[src/rtl/flip_engine_pkg.sv]
// -----------------------------------------------------------------------------
// flip_engine_pkg
// Shared definitions for the flip engine: board cell codes, board geometry,
// the eight scan-direction offsets (in scan order), the FSM state type and a
// bounded address-step helper.
// Optional build macro used by the slice: DRY_RUN_EN (see flip_engine.sv).
// -----------------------------------------------------------------------------
package flip_engine_pkg;

    // Board cell codes as stored in the board RAM
    localparam logic [1:0] EMPTY = 2'b00;
    localparam logic [1:0] BLACK = 2'b01;
    localparam logic [1:0] WHITE = 2'b10;
    localparam logic [1:0] WALL  = 2'b11;

    // 10x10 board whose outer ring is wall, addressed row*10+col
    localparam int         BOARD_W     = 10;
    localparam int         BOARD_CELLS = 100;
    localparam logic [7:0] LAST_CELL   = 8'(BOARD_CELLS - 1);

    typedef logic signed [7:0] offset_t;

    // Scan order: -11, -10, -9, -1, +1, +9, +10, +11
    localparam offset_t DIR_OFFSETS [8] = '{
        offset_t'(-(BOARD_W + 1)),
        offset_t'(-BOARD_W),
        offset_t'(-(BOARD_W - 1)),
        offset_t'(-1),
        offset_t'(1),
        offset_t'(BOARD_W - 1),
        offset_t'(BOARD_W),
        offset_t'(BOARD_W + 1)
    };

    typedef enum logic [2:0] {
        IDLE     = 3'd0,
        CHK_POS  = 3'd1,
        SCAN     = 3'd2,
        FLIP     = 3'd3,
        NEXT_DIR = 3'd4,
        PLACE    = 3'd5,
        FIN      = 3'd6
    } state_e;

    // Step an address by a direction offset in 8-bit arithmetic. A step that
    // would leave the board (including wrap below zero) holds the address, so
    // speculative look-ahead reads past a wall never escape 0..99.
    function automatic logic [7:0] step_addr(input logic [7:0] base, input offset_t off);
        logic [7:0] sum;
        sum = base + $unsigned(off);
        if (sum <= LAST_CELL) begin
            return sum;
        end else begin
            return base;
        end
    endfunction

endpackage

[src/rtl/flip_engine_if.sv]
// -----------------------------------------------------------------------------
// flip_engine_if
// Bundles the move request/result handshake and the board RAM port.
//   start/pos/player      : move request (master -> engine)
//   busy/done/valid/flip_count : status and result (engine -> master)
//   mem_addr/mem_wdata/mem_wren: board RAM request (engine -> RAM)
//   mem_rdata             : board RAM read data, 1-cycle latency (RAM -> engine)
//   dry_run               : present only when DRY_RUN_EN is defined
// -----------------------------------------------------------------------------
interface flip_engine_if;

    logic       start;
    logic [7:0] pos;
    logic [1:0] player;
`ifdef DRY_RUN_EN
    logic       dry_run;
`endif
    logic       busy;
    logic       done;
    logic       valid;
    logic [5:0] flip_count;
    logic [7:0] mem_addr;
    logic [1:0] mem_rdata;
    logic [1:0] mem_wdata;
    logic       mem_wren;

    modport master (
        output start, pos, player, mem_rdata,
`ifdef DRY_RUN_EN
        output dry_run,
`endif
        input  busy, done, valid, flip_count, mem_addr, mem_wdata, mem_wren
    );

    modport slave (
        input  start, pos, player, mem_rdata,
`ifdef DRY_RUN_EN
        input  dry_run,
`endif
        output busy, done, valid, flip_count, mem_addr, mem_wdata, mem_wren
    );

endinterface

[src/rtl/flip_dir_rom.sv]
// -----------------------------------------------------------------------------
// flip_dir_rom
// Maps a direction index 0..7 to its signed board-address offset.
//   dir_i    : direction index
//   offset_o : signed 8-bit offset
// -----------------------------------------------------------------------------
module flip_dir_rom
    import flip_engine_pkg::*;
(
    input  logic [2:0] dir_i,
    output offset_t    offset_o
);

    // Direction table lookup
    always_comb begin
        offset_o = DIR_OFFSETS[dir_i];
    end

endmodule

[src/rtl/flip_engine.sv]
// -----------------------------------------------------------------------------
// flip_engine
// Evaluates an Othello-style move against a board held in an external RAM
// (1-cycle read latency): scans the eight directions, flips bracketed
// opponent runs, places the disc and reports legality and flip count.
//   clk_i  : rising-edge clock
//   rst_ni : asynchronous active-low reset
//   bus    : flip_engine_if.slave (request, status, board RAM port)
// Build option: DRY_RUN_EN adds bus.dry_run (latched at start); when set the
// move is evaluated identically but mem_wren is never raised.
// Scan reads are pipelined: the address one step ahead is presented while the
// current cell's data is being examined, so each scanned cell costs 1 cycle.
// -----------------------------------------------------------------------------
module flip_engine
    import flip_engine_pkg::*;
(
    input  logic         clk_i,
    input  logic         rst_ni,
    flip_engine_if.slave bus
);

    state_e     state_q, state_d;
    logic [7:0] pos_q, pos_d;
    logic [1:0] player_q, player_d;
    logic [2:0] dir_q, dir_d;
    offset_t    off_q, off_d;
    logic [2:0] run_q, run_d;
    logic       wait_q, wait_d;
    logic [7:0] addr_q, addr_d;
    logic [5:0] flip_count_q, flip_count_d;
    logic       valid_q, valid_d;
    logic       busy_q, busy_d;
    logic       done_q, done_d;
    logic       wren_q, wren_d;
    logic [1:0] wdata_q, wdata_d;
`ifdef DRY_RUN_EN
    logic       dry_q, dry_d;
`endif

    logic [2:0] nxt_dir_s;
    offset_t    nxt_off_s;
    logic [1:0] opp_s;
    logic       wr_state_s;
    logic       wr_inhibit_s;

    // The ROM always looks up the direction after the current one
    assign nxt_dir_s = dir_q + 3'd1;
    assign opp_s     = player_q ^ 2'b11;

    flip_dir_rom u_dir_rom (
        .dir_i    (nxt_dir_s),
        .offset_o (nxt_off_s)
    );

`ifdef DRY_RUN_EN
    assign wr_inhibit_s = dry_d;
`else
    assign wr_inhibit_s = 1'b0;
`endif

    // Next-state and datapath control
    always_comb begin
        state_d      = state_q;
        pos_d        = pos_q;
        player_d     = player_q;
        dir_d        = dir_q;
        off_d        = off_q;
        run_d        = run_q;
        wait_d       = wait_q;
        addr_d       = addr_q;
        flip_count_d = flip_count_q;
        valid_d      = valid_q;
`ifdef DRY_RUN_EN
        dry_d        = dry_q;
`endif

        case (state_q)
            IDLE: begin
                if (bus.start) begin
                    pos_d        = bus.pos;
                    player_d     = bus.player;
                    flip_count_d = 6'd0;
                    valid_d      = 1'b0;
                    run_d        = 3'd0;
                    // Parked on the last index so the ROM presents direction 0
                    dir_d        = 3'd7;
`ifdef DRY_RUN_EN
                    dry_d        = bus.dry_run;
`endif
                    if ((bus.player == EMPTY) || (bus.player == WALL) || (bus.pos > LAST_CELL)) begin
                        state_d = FIN;
                    end else begin
                        state_d = CHK_POS;
                        addr_d  = bus.pos;
                        wait_d  = 1'b1;
                    end
                end else begin
                    state_d = IDLE;
                end
            end
            CHK_POS: begin
                if (wait_q) begin
                    // Read of pos is in flight; pre-issue the first direction-0 cell
                    wait_d = 1'b0;
                    addr_d = step_addr(pos_q, nxt_off_s);
                end else if (bus.mem_rdata != EMPTY) begin
                    state_d = FIN;
                end else begin
                    state_d = SCAN;
                    dir_d   = nxt_dir_s;
                    off_d   = nxt_off_s;
                    run_d   = 3'd0;
                    addr_d  = step_addr(addr_q, nxt_off_s);
                end
            end
            SCAN: begin
                if (bus.mem_rdata == opp_s) begin
                    run_d  = run_q + 3'd1;
                    addr_d = step_addr(addr_q, off_q);
                end else if ((bus.mem_rdata == player_q) && (run_q != 3'd0)) begin
                    state_d = FLIP;
                    addr_d  = step_addr(pos_q, off_q);
                end else begin
                    state_d = NEXT_DIR;
                    addr_d  = step_addr(pos_q, nxt_off_s);
                end
            end
            FLIP: begin
                flip_count_d = flip_count_q + 6'd1;
                valid_d      = 1'b1;
                run_d        = run_q - 3'd1;
                if (run_q == 3'd1) begin
                    state_d = NEXT_DIR;
                    addr_d  = step_addr(pos_q, nxt_off_s);
                end else begin
                    addr_d  = step_addr(addr_q, off_q);
                end
            end
            NEXT_DIR: begin
                // Entered with the next direction's first cell already presented
                if (dir_q == 3'd7) begin
                    if (valid_q) begin
                        state_d = PLACE;
                        addr_d  = pos_q;
                    end else begin
                        state_d = FIN;
                    end
                end else begin
                    state_d = SCAN;
                    dir_d   = nxt_dir_s;
                    off_d   = nxt_off_s;
                    run_d   = 3'd0;
                    addr_d  = step_addr(addr_q, nxt_off_s);
                end
            end
            PLACE: begin
                state_d = FIN;
            end
            FIN: begin
                state_d = IDLE;
            end
            default: begin
                state_d = IDLE;
            end
        endcase

        // Registered outputs are derived from the state being entered
        wr_state_s = (state_d == FLIP) || (state_d == PLACE);
        wren_d     = wr_state_s && !wr_inhibit_s;
        wdata_d    = wr_state_s ? player_d : EMPTY;
        busy_d     = (state_d != IDLE);
        done_d     = (state_d == FIN);
    end

    // State and output registers
    always_ff @(posedge clk_i or negedge rst_ni) begin
        if (!rst_ni) begin
            state_q      <= IDLE;
            pos_q        <= 8'd0;
            player_q     <= 2'b00;
            dir_q        <= 3'd0;
            off_q        <= 8'sd0;
            run_q        <= 3'd0;
            wait_q       <= 1'b0;
            addr_q       <= 8'd0;
            flip_count_q <= 6'd0;
            valid_q      <= 1'b0;
            busy_q       <= 1'b0;
            done_q       <= 1'b0;
            wren_q       <= 1'b0;
            wdata_q      <= 2'b00;
`ifdef DRY_RUN_EN
            dry_q        <= 1'b0;
`endif
        end else begin
            state_q      <= state_d;
            pos_q        <= pos_d;
            player_q     <= player_d;
            dir_q        <= dir_d;
            off_q        <= off_d;
            run_q        <= run_d;
            wait_q       <= wait_d;
            addr_q       <= addr_d;
            flip_count_q <= flip_count_d;
            valid_q      <= valid_d;
            busy_q       <= busy_d;
            done_q       <= done_d;
            wren_q       <= wren_d;
            wdata_q      <= wdata_d;
`ifdef DRY_RUN_EN
            dry_q        <= dry_d;
`endif
        end
    end

    assign bus.busy       = busy_q;
    assign bus.done       = done_q;
    assign bus.valid      = valid_q;
    assign bus.flip_count = flip_count_q;
    assign bus.mem_addr   = addr_q;
    assign bus.mem_wdata  = wdata_q;
    assign bus.mem_wren   = wren_q;

endmodule

[src/flat_wrapper.sv]
// flat-port wrapper written by rule: the top's interface ports become plain ports
module flip_engine_flat import flip_engine_pkg::*;
  (clk_i, rst_ni, bus_start, bus_pos, bus_player, bus_mem_rdata, bus_busy, bus_done, bus_valid, bus_flip_count, bus_mem_addr, bus_mem_wdata, bus_mem_wren);
  flip_engine_if bus_i ();
  input  logic clk_i;
  input  logic rst_ni;
  input wire logic [$bits(bus_i.start)-1:0] bus_start;
  input wire logic [$bits(bus_i.pos)-1:0] bus_pos;
  input wire logic [$bits(bus_i.player)-1:0] bus_player;
  input wire logic [$bits(bus_i.mem_rdata)-1:0] bus_mem_rdata;
  output wire logic [$bits(bus_i.busy)-1:0] bus_busy;
  output wire logic [$bits(bus_i.done)-1:0] bus_done;
  output wire logic [$bits(bus_i.valid)-1:0] bus_valid;
  output wire logic [$bits(bus_i.flip_count)-1:0] bus_flip_count;
  output wire logic [$bits(bus_i.mem_addr)-1:0] bus_mem_addr;
  output wire logic [$bits(bus_i.mem_wdata)-1:0] bus_mem_wdata;
  output wire logic [$bits(bus_i.mem_wren)-1:0] bus_mem_wren;
  assign bus_i.start = bus_start;
  assign bus_i.pos = bus_pos;
  assign bus_i.player = bus_player;
  assign bus_i.mem_rdata = bus_mem_rdata;
  assign bus_busy = bus_i.busy;
  assign bus_done = bus_i.done;
  assign bus_valid = bus_i.valid;
  assign bus_flip_count = bus_i.flip_count;
  assign bus_mem_addr = bus_i.mem_addr;
  assign bus_mem_wdata = bus_i.mem_wdata;
  assign bus_mem_wren = bus_i.mem_wren;
  flip_engine u_core (.clk_i(clk_i), .rst_ni(rst_ni), .bus(bus_i));
endmodule
[config.mk]
export PLATFORM = sky130hd
export DESIGN_NAME = flip_engine_flat
export DESIGN_NICKNAME = d
export VERILOG_FILES = /design/src/rtl/flip_engine_pkg.sv /design/src/rtl/flip_engine_if.sv /design/src/rtl/flip_dir_rom.sv /design/src/rtl/flip_engine.sv /design/src/flat_wrapper.sv
export SDC_FILE = /design/constraint.sdc
export NUM_CORES = 1
export LEC_CHECK = 0
export CORE_UTILIZATION = 49
export CTS_CLUSTER_DIAMETER = 60
export DETAILED_ROUTE_END_ITERATION = 8
export DONT_BUFFER_PORTS = 1
export PLACE_DENSITY = 0.74
export SYNTH_ARGS = -nofsm -noshare
export SYNTH_HDL_FRONTEND = slang
export SYNTH_SLANG_ARGS = --single-unit
[constraint.sdc]
create_clock -name clk_i -period 7 [get_ports clk_i]
set_clock_uncertainty 0.15 [all_clocks]
set_input_delay 1.4 -clock clk_i [delete_from_list [all_inputs] [get_ports clk_i]]
set_output_delay 1.4 -clock clk_i [all_outputs]
set_load 0.05 [all_outputs]
==> results of run 1 <==
state kept, by name, summed over array words and instances, names as in the netlist, 2 cells and up:
| register | flops |
|---|---|
| u_core.bus.flip_count | 6 |
| u_core.bus.mem_addr | 8 |
| u_core.bus.mem_wdata | 2 |
| u_core.dir_q | 3 |
| u_core.off_q | 4 |
| u_core.player_q | 2 |
| u_core.pos_q | 8 |
| u_core.run_q | 3 |
| u_core.state_q | 3 |
synth_stat cells, types with 8 or more instances:
cell type / instances / area share [%]
o21ai_0: 47 / 4.6
inv_1: 28 / 2.0
clkbuf_1: 15 / 1.1
mux2i_1: 10 / 1.9
nand2_1: 65 / 4.7
a22oi_1: 9 / 1.3
nor2_1: 44 / 3.2
o221ai_1: 9 / 1.5
dfrtp_1: 44 / 21
nor3_1: 22 / 2.1
nand2b_1: 15 / 1.8
and3_1: 8 / 0.97
nand3_1: 21 / 2.0
xor2_1: 10 / 1.7
a21oi_1: 37 / 3.6
ha_1: 30 / 7.3
xnor2_1: 19 / 3.2
a31oi_1: 12 / 1.5
final cells by class:
class	count	area share (%)
Timing Repair Buffer	2	0.287
Multi-Input combinational cell	534	71.0
Clock inverter	3	0.886
Clock buffer	5	1.32
Sequential cell	44	21.1
Tap cell	136	3.26
Inverter	30	2.16
cell families after synthesis:
| family | count (synthesis) |
|---|---|
| buffers and inverters | 63 |
| AND/OR/NAND/NOR | 236 |
| multiplexers | 17 |
| AO/OA/AOI/OAI | 216 |
| XOR/XNOR | 31 |
| adder cells (fa/ha/maj) | 34 |
| flip-flops | 44 |
critical path: stages (launching register included):
cell and delay, ps:
dfrtp_1 430, ha_1 250, ha_1 640, o21ai_0 850, ha_1 400, a211oi_1 340, o31a_1 170, o21ai_0 70
or3_1 430, xnor2_1 640, o221a_2 310, o221ai_1 120, a2111oi_0 350, nor2_1 90
worst min path at each step:
stage                               start  slack [ps]  cells after the start              end
after floorplan           u_core.run_q[1]         320                      2  u_core.run_q[1]
after global placement    u_core.run_q[1]         350                      2  u_core.run_q[1]
after detailed placement  u_core.run_q[1]         360                      2  u_core.run_q[1]
after CTS                 u_core.run_q[1]         390                      2  u_core.run_q[1]
after global routing      u_core.run_q[1]         420                      2  u_core.run_q[1]
final                     u_core.run_q[1]         390                      2  u_core.run_q[1]
metrics by stage:
step | hold slack, ps | utilization (%) | cells | cell area (sq um) | setup WS (ps)
floorplan | 325 | - | 641 | 5140 | 1930
global placement | 349 | 49.9 | 746 | 5110 | 1810
detailed placement | 362 | 49.9 | 746 | 5110 | 1720
CTS | 393 | 51.1 | 754 | 5220 | 1710
global route | 420 | 51.1 | 754 | 5220 | 1220
finish | 386 | 51.1 | 754 | 5220 | 1640
per-layer routing:
layer  wire [um]  track usage, %  vias to the layer above
met3        1220            6.20                       58
met1        6930            37.7                     2441
met5           0               0                        -
met2        7500            47.9                      232
met4         742            13.0                        0
li1            -               -                     2363
==> run summary, run 1 <==
r2r setup slk = 1640 ps
vias per inst = 6.76
post-DR wirelength/cell = 21.7 um
critical path class = flop to flop
count of final setup violators = 0
first-pass GRT wire length = 25.3 mm
clk buf depth = 2
number of core rows = 37
data arrival time of the critical path = 5390 ps
sequential cell area = 0.00110 sq mm
highest clock rate = 187 MHz
routed vias = 5094
layout cells sized above 1 = 9.39%
die height = 104 um
setup TNS = 0 ps
Primary FF master, synth = dfrtp_1
post-synthesis sequential area ratio = 21.4%
worst relative slew slack = 24.6%
mux contribution to synthesized area = 3.53%
ys async rst share = 100%
Final Hold Viols = 0
number of gates resized after cts = 0
DRC = 0
register bit total from synthesis = 44
crit path capture type = flop
CP Capture Point = u_core.bus.mem_addr[1]
largest family of logic cells by synthesized area = compound AO/OA/AOI/OAI gates
Area Growth Syn to Fin = 1.61%
total gr overflow = 0
largest net degree at the start of global routing = 45
GPL Wtd Cong = 0.987
compound-cell area share of the yosys netlist = 30.5%
length in cells of the worst reg-to-reg path = 13
# fillers = 975
ant diodes = 0
Post-synth EDFFs = 0
synthesized area per cell = 8.02 sq um
Skew-Pair Late Insertion Delay = 320 ps
Synth cell types = 91
Hold Buf Count CTS = 0
H-Tree Depth = 2
Starting DRT DRC Count = 462
Num CTS Buffers = 5
unrepaired setup endpoints after global routing = false
Worst Tran Pin Value = 1120 ps
die width = 104 um
CTS tree = built
Total Wirelength = 16.4 mm
Cell Area, Synth = 0.00514 sq mm
area of the multi-input gates = 0.00371 sq mm
Final Critical Period = 5360 ps
CTS root buffer = clkbuf_8
Initial Utilization = 50.3%
CTS sink cnt = 44
fraction of the mapped netlist area in simple logic gates = 23.6%
Final nets = 666
core area = 0.0102 sq mm
Final period util = 76.5%
drt pass-1 iters = 6
Critical R2R Launch = u_core.dir_q[0]
CP startpoint kind = flop
Synth Net Count = 690
initial antenna violation count = 0
Synth Area in XOR/XNOR = 5.57%
Die ar. = 0.0109 sq mm
WP data required = 7040 ps
cells after synthesis = 641
I/O pin cnt = 35
outcome = finished, final reports clean
Max Slew Vio Count = 0
Worst Hold Class = flop to flop
crit-path max FO = 31
vias in the first global route = 4758
PortBufs = 0
max_cap viols = 0
Tot GR Track Use = 29.5%
DRT antenna net count = 0
Worst R2R End = u_core.bus.mem_addr[1]
Worst setup startpoint = u_core.dir_q[0]
most frequent cells in the layout = 65 x nand2_1, 47 x o21ai_0, 44 x nor2_1, 44 x dfrtp_1, 37 x a21oi_1
most common cell after layout, fill and taps aside = nand2_1
Clk pin slew, worst setup/hold paths = 90 ps
Post-CTS Setup Bufs = 0
yosys warns = 0
Adder-Cell Fraction of Synth Area = 8.86%
DPL Wire Length = 12.4 mm
Power of run 1 is left out: the tool's default activity adds up to more than one toggle a clock period on the data nets, which glitch-free logic cannot reach.
==> run 2: changes to the inputs <==
- clock period: 7 -> 5.6 ns (I/O delays scaled with it)
==> run 2 against run 1 <==
Clock-buffer cell count is the same. Via count down 0.41%. Register-to-register slack worse by 760 ps. Cell area did not move. Hold slack lost 45 ps. Die area is the same. Global-route usage fell by 0.56 points. Routed wire length fell by 4.2%. Setup slack worse by 760 ps. Flip-flop and latch count unchanged. Highest routed layer unchanged.
==> run summary, run 2 (same netlist as run 1, synthesis figures left out) <==
outcome = finished, final reports clean (unchanged)
Num CTS Buffers = 5 (unchanged)
Final nets = 666 (unchanged)
Setup Slack @ Placement = 960 ps (was 1720 ps)
length in cells of the worst reg-to-reg path = 12 (was 13)
number of gates resized after cts = 0 (unchanged)
Final period util = 84.2% (was 76.5%)
Critical R2R Launch = u_core.dir_q[0] (unchanged)
most frequent cells in the layout = 65 x nand2_1, 47 x o21ai_0, 44 x nor2_1, 44 x dfrtp_1, 37 x a21oi_1 (unchanged)
Initial Utilization = 50.3% (unchanged)
die height = 104 um (unchanged)
Post-CTS Setup Bufs = 0 (unchanged)
Placed Instances = 746 (unchanged)
initial antenna violation count = 0 (unchanged)
number of core rows = 37 (unchanged)
Hold Buf Count CTS = 0 (unchanged)
die width = 104 um (unchanged)
max_cap viols = 0 (unchanged)
DPL Wire Length = 12.1 mm (was 12.4 mm)
CTS tree = built (unchanged)
sequential cell area = 0.00110 sq mm (unchanged)
DRC = 0 (unchanged)
CTS root buffer = clkbuf_8 (unchanged)
first-pass GRT wire length = 25.3 mm (about the same)
Max Slew Vio Count = 0 (unchanged)
crit-path max FO = 6 (was 31)
GPL Wtd Cong = 1.06 (was 0.987)
post-DR wirelength/cell = 20.8 um (was 21.7 um)
layout cells sized above 1 = 9.39% (unchanged)
critical path class = flop to flop (unchanged)
clk buf depth = 2 (unchanged)
Worst Hold Class = input pin to asynchronous set/reset pin (was flop to flop)
CTS sink cnt = 44 (unchanged)
Worst R2R End = u_core.bus.mem_addr[1] (unchanged)
worst relative slew slack = 23.5% (was 24.6%)
highest clock rate = 212 MHz (was 187 MHz)
routed vias = 5073 (was 5094)
crit path capture type = flop (unchanged)
vias per inst = 6.73 (was 6.76)
count of final setup violators = 0 (unchanged)
unrepaired setup endpoints after global routing = false (unchanged)
Total Wirelength = 15.7 mm (was 16.4 mm)
r2r setup slk = 880 ps (was 1640 ps)
Tot GR Track Use = 29.0% (was 29.5%)
Worst Tran Pin Value = 1150 ps (was 1120 ps)
PortBufs = 0 (unchanged)
Final Hold Viols = 0 (unchanged)
most common cell after layout, fill and taps aside = nand2_1 (unchanged)
drt pass-1 iters = 7 (was 6)
WP data required = 5650 ps (was 7040 ps)
vias in the first global route = 4896 (was 4758)
I/O pin cnt = 35 (unchanged)
Area Growth Syn to Fin = 1.61% (unchanged)
core area = 0.0102 sq mm (unchanged)
data arrival time of the critical path = 4760 ps (was 5390 ps)
# fillers = 967 (was 975)
Starting DRT DRC Count = 443 (was 462)
total gr overflow = 0 (unchanged)
Final Critical Period = 4720 ps (was 5360 ps)
area of the multi-input gates = 0.00371 sq mm (unchanged)
DRT antenna net count = 0 (unchanged)
CP startpoint kind = flop (unchanged)
Skew-Pair Late Insertion Delay = 310 ps (was 320 ps)
Non-Filler Instances = 754 (unchanged)
H-Tree Depth = 2 (unchanged)
largest net degree at the start of global routing = 45 (unchanged)
ant diodes = 0 (unchanged)
fin worst setup slack = 885 ps (was 1640 ps)
Die ar. = 0.0109 sq mm (unchanged)
Clk pin slew, worst setup/hold paths = 100 ps (was 90 ps)
setup TNS = 0 ps (unchanged)
run 2: cell counts in the layout (fill, tap and decap cells not counted):
No cell type changed its count.
run 2: worst max-delay path, cell delays in order (launching register included):
cell       delay, ps
dfrtp_1          440
ha_1             250
ha_1             310
o21ai_0          750
ha_1             410
a21oi_1          420
nor4b_1          300
o31ai_1          130
o21a_1           180
o221ai_1         440
o21ai_0          280
a2111oi_0        440
nor2_1            90
run 2: worst max-delay path by stage:
stage,start,cells after the start,end
after global placement,u_core.dir_q[0],14,u_core.bus.mem_addr[0]
after detailed placement,u_core.dir_q[0],14,u_core.bus.mem_addr[0]
final,u_core.dir_q[0],12,u_core.bus.mem_addr[1]
after global routing,u_core.dir_q[0],13,u_core.bus.mem_addr[1]
after CTS,u_core.dir_q[0],14,u_core.bus.mem_addr[0]
after floorplan,u_core.dir_q[0],19,u_core.bus.mem_addr[0]
run 2: through the flow:
| stage | utilization, % | hold WS [ps] | cell area, sq um |
|---|---|---|---|
| 2_1_floorplan | - | 325 | 5140 |
| 6_report | 51.1 | 341 | 5220 |
| 4_1_cts | 51.1 | 341 | 5220 |
| 3_3_place_gp | 49.9 | 346 | 5110 |
| 5_1_grt | 51.1 | 337 | 5220 |
| 3_5_place_dp | 49.9 | 380 | 5110 |
run 2: final cells by class:
| type | count | area share (%) |
|---|---|---|
| Clock buffer | 5 | 1.32 |
| Inverter | 30 | 2.16 |
| Multi-Input combinational cell | 534 | 71.0 |
| Clock inverter | 3 | 0.886 |
| Tap cell | 136 | 3.26 |
| Sequential cell | 44 | 21.1 |
| Timing Repair Buffer | 2 | 0.287 |
run 2: per-layer routing:
metal  vias to the layer above  global-route usage, %  part of all wire [%]
met2                       247                   46.5                    46
met4                         0                   12.4                   4.2
met3                        59                   6.45                   9.0
met1                      2398                   37.3                    41
li1                       2369                      -                     -
met5                         -                      0                     0
Power of run 2 is left out for the same reason.
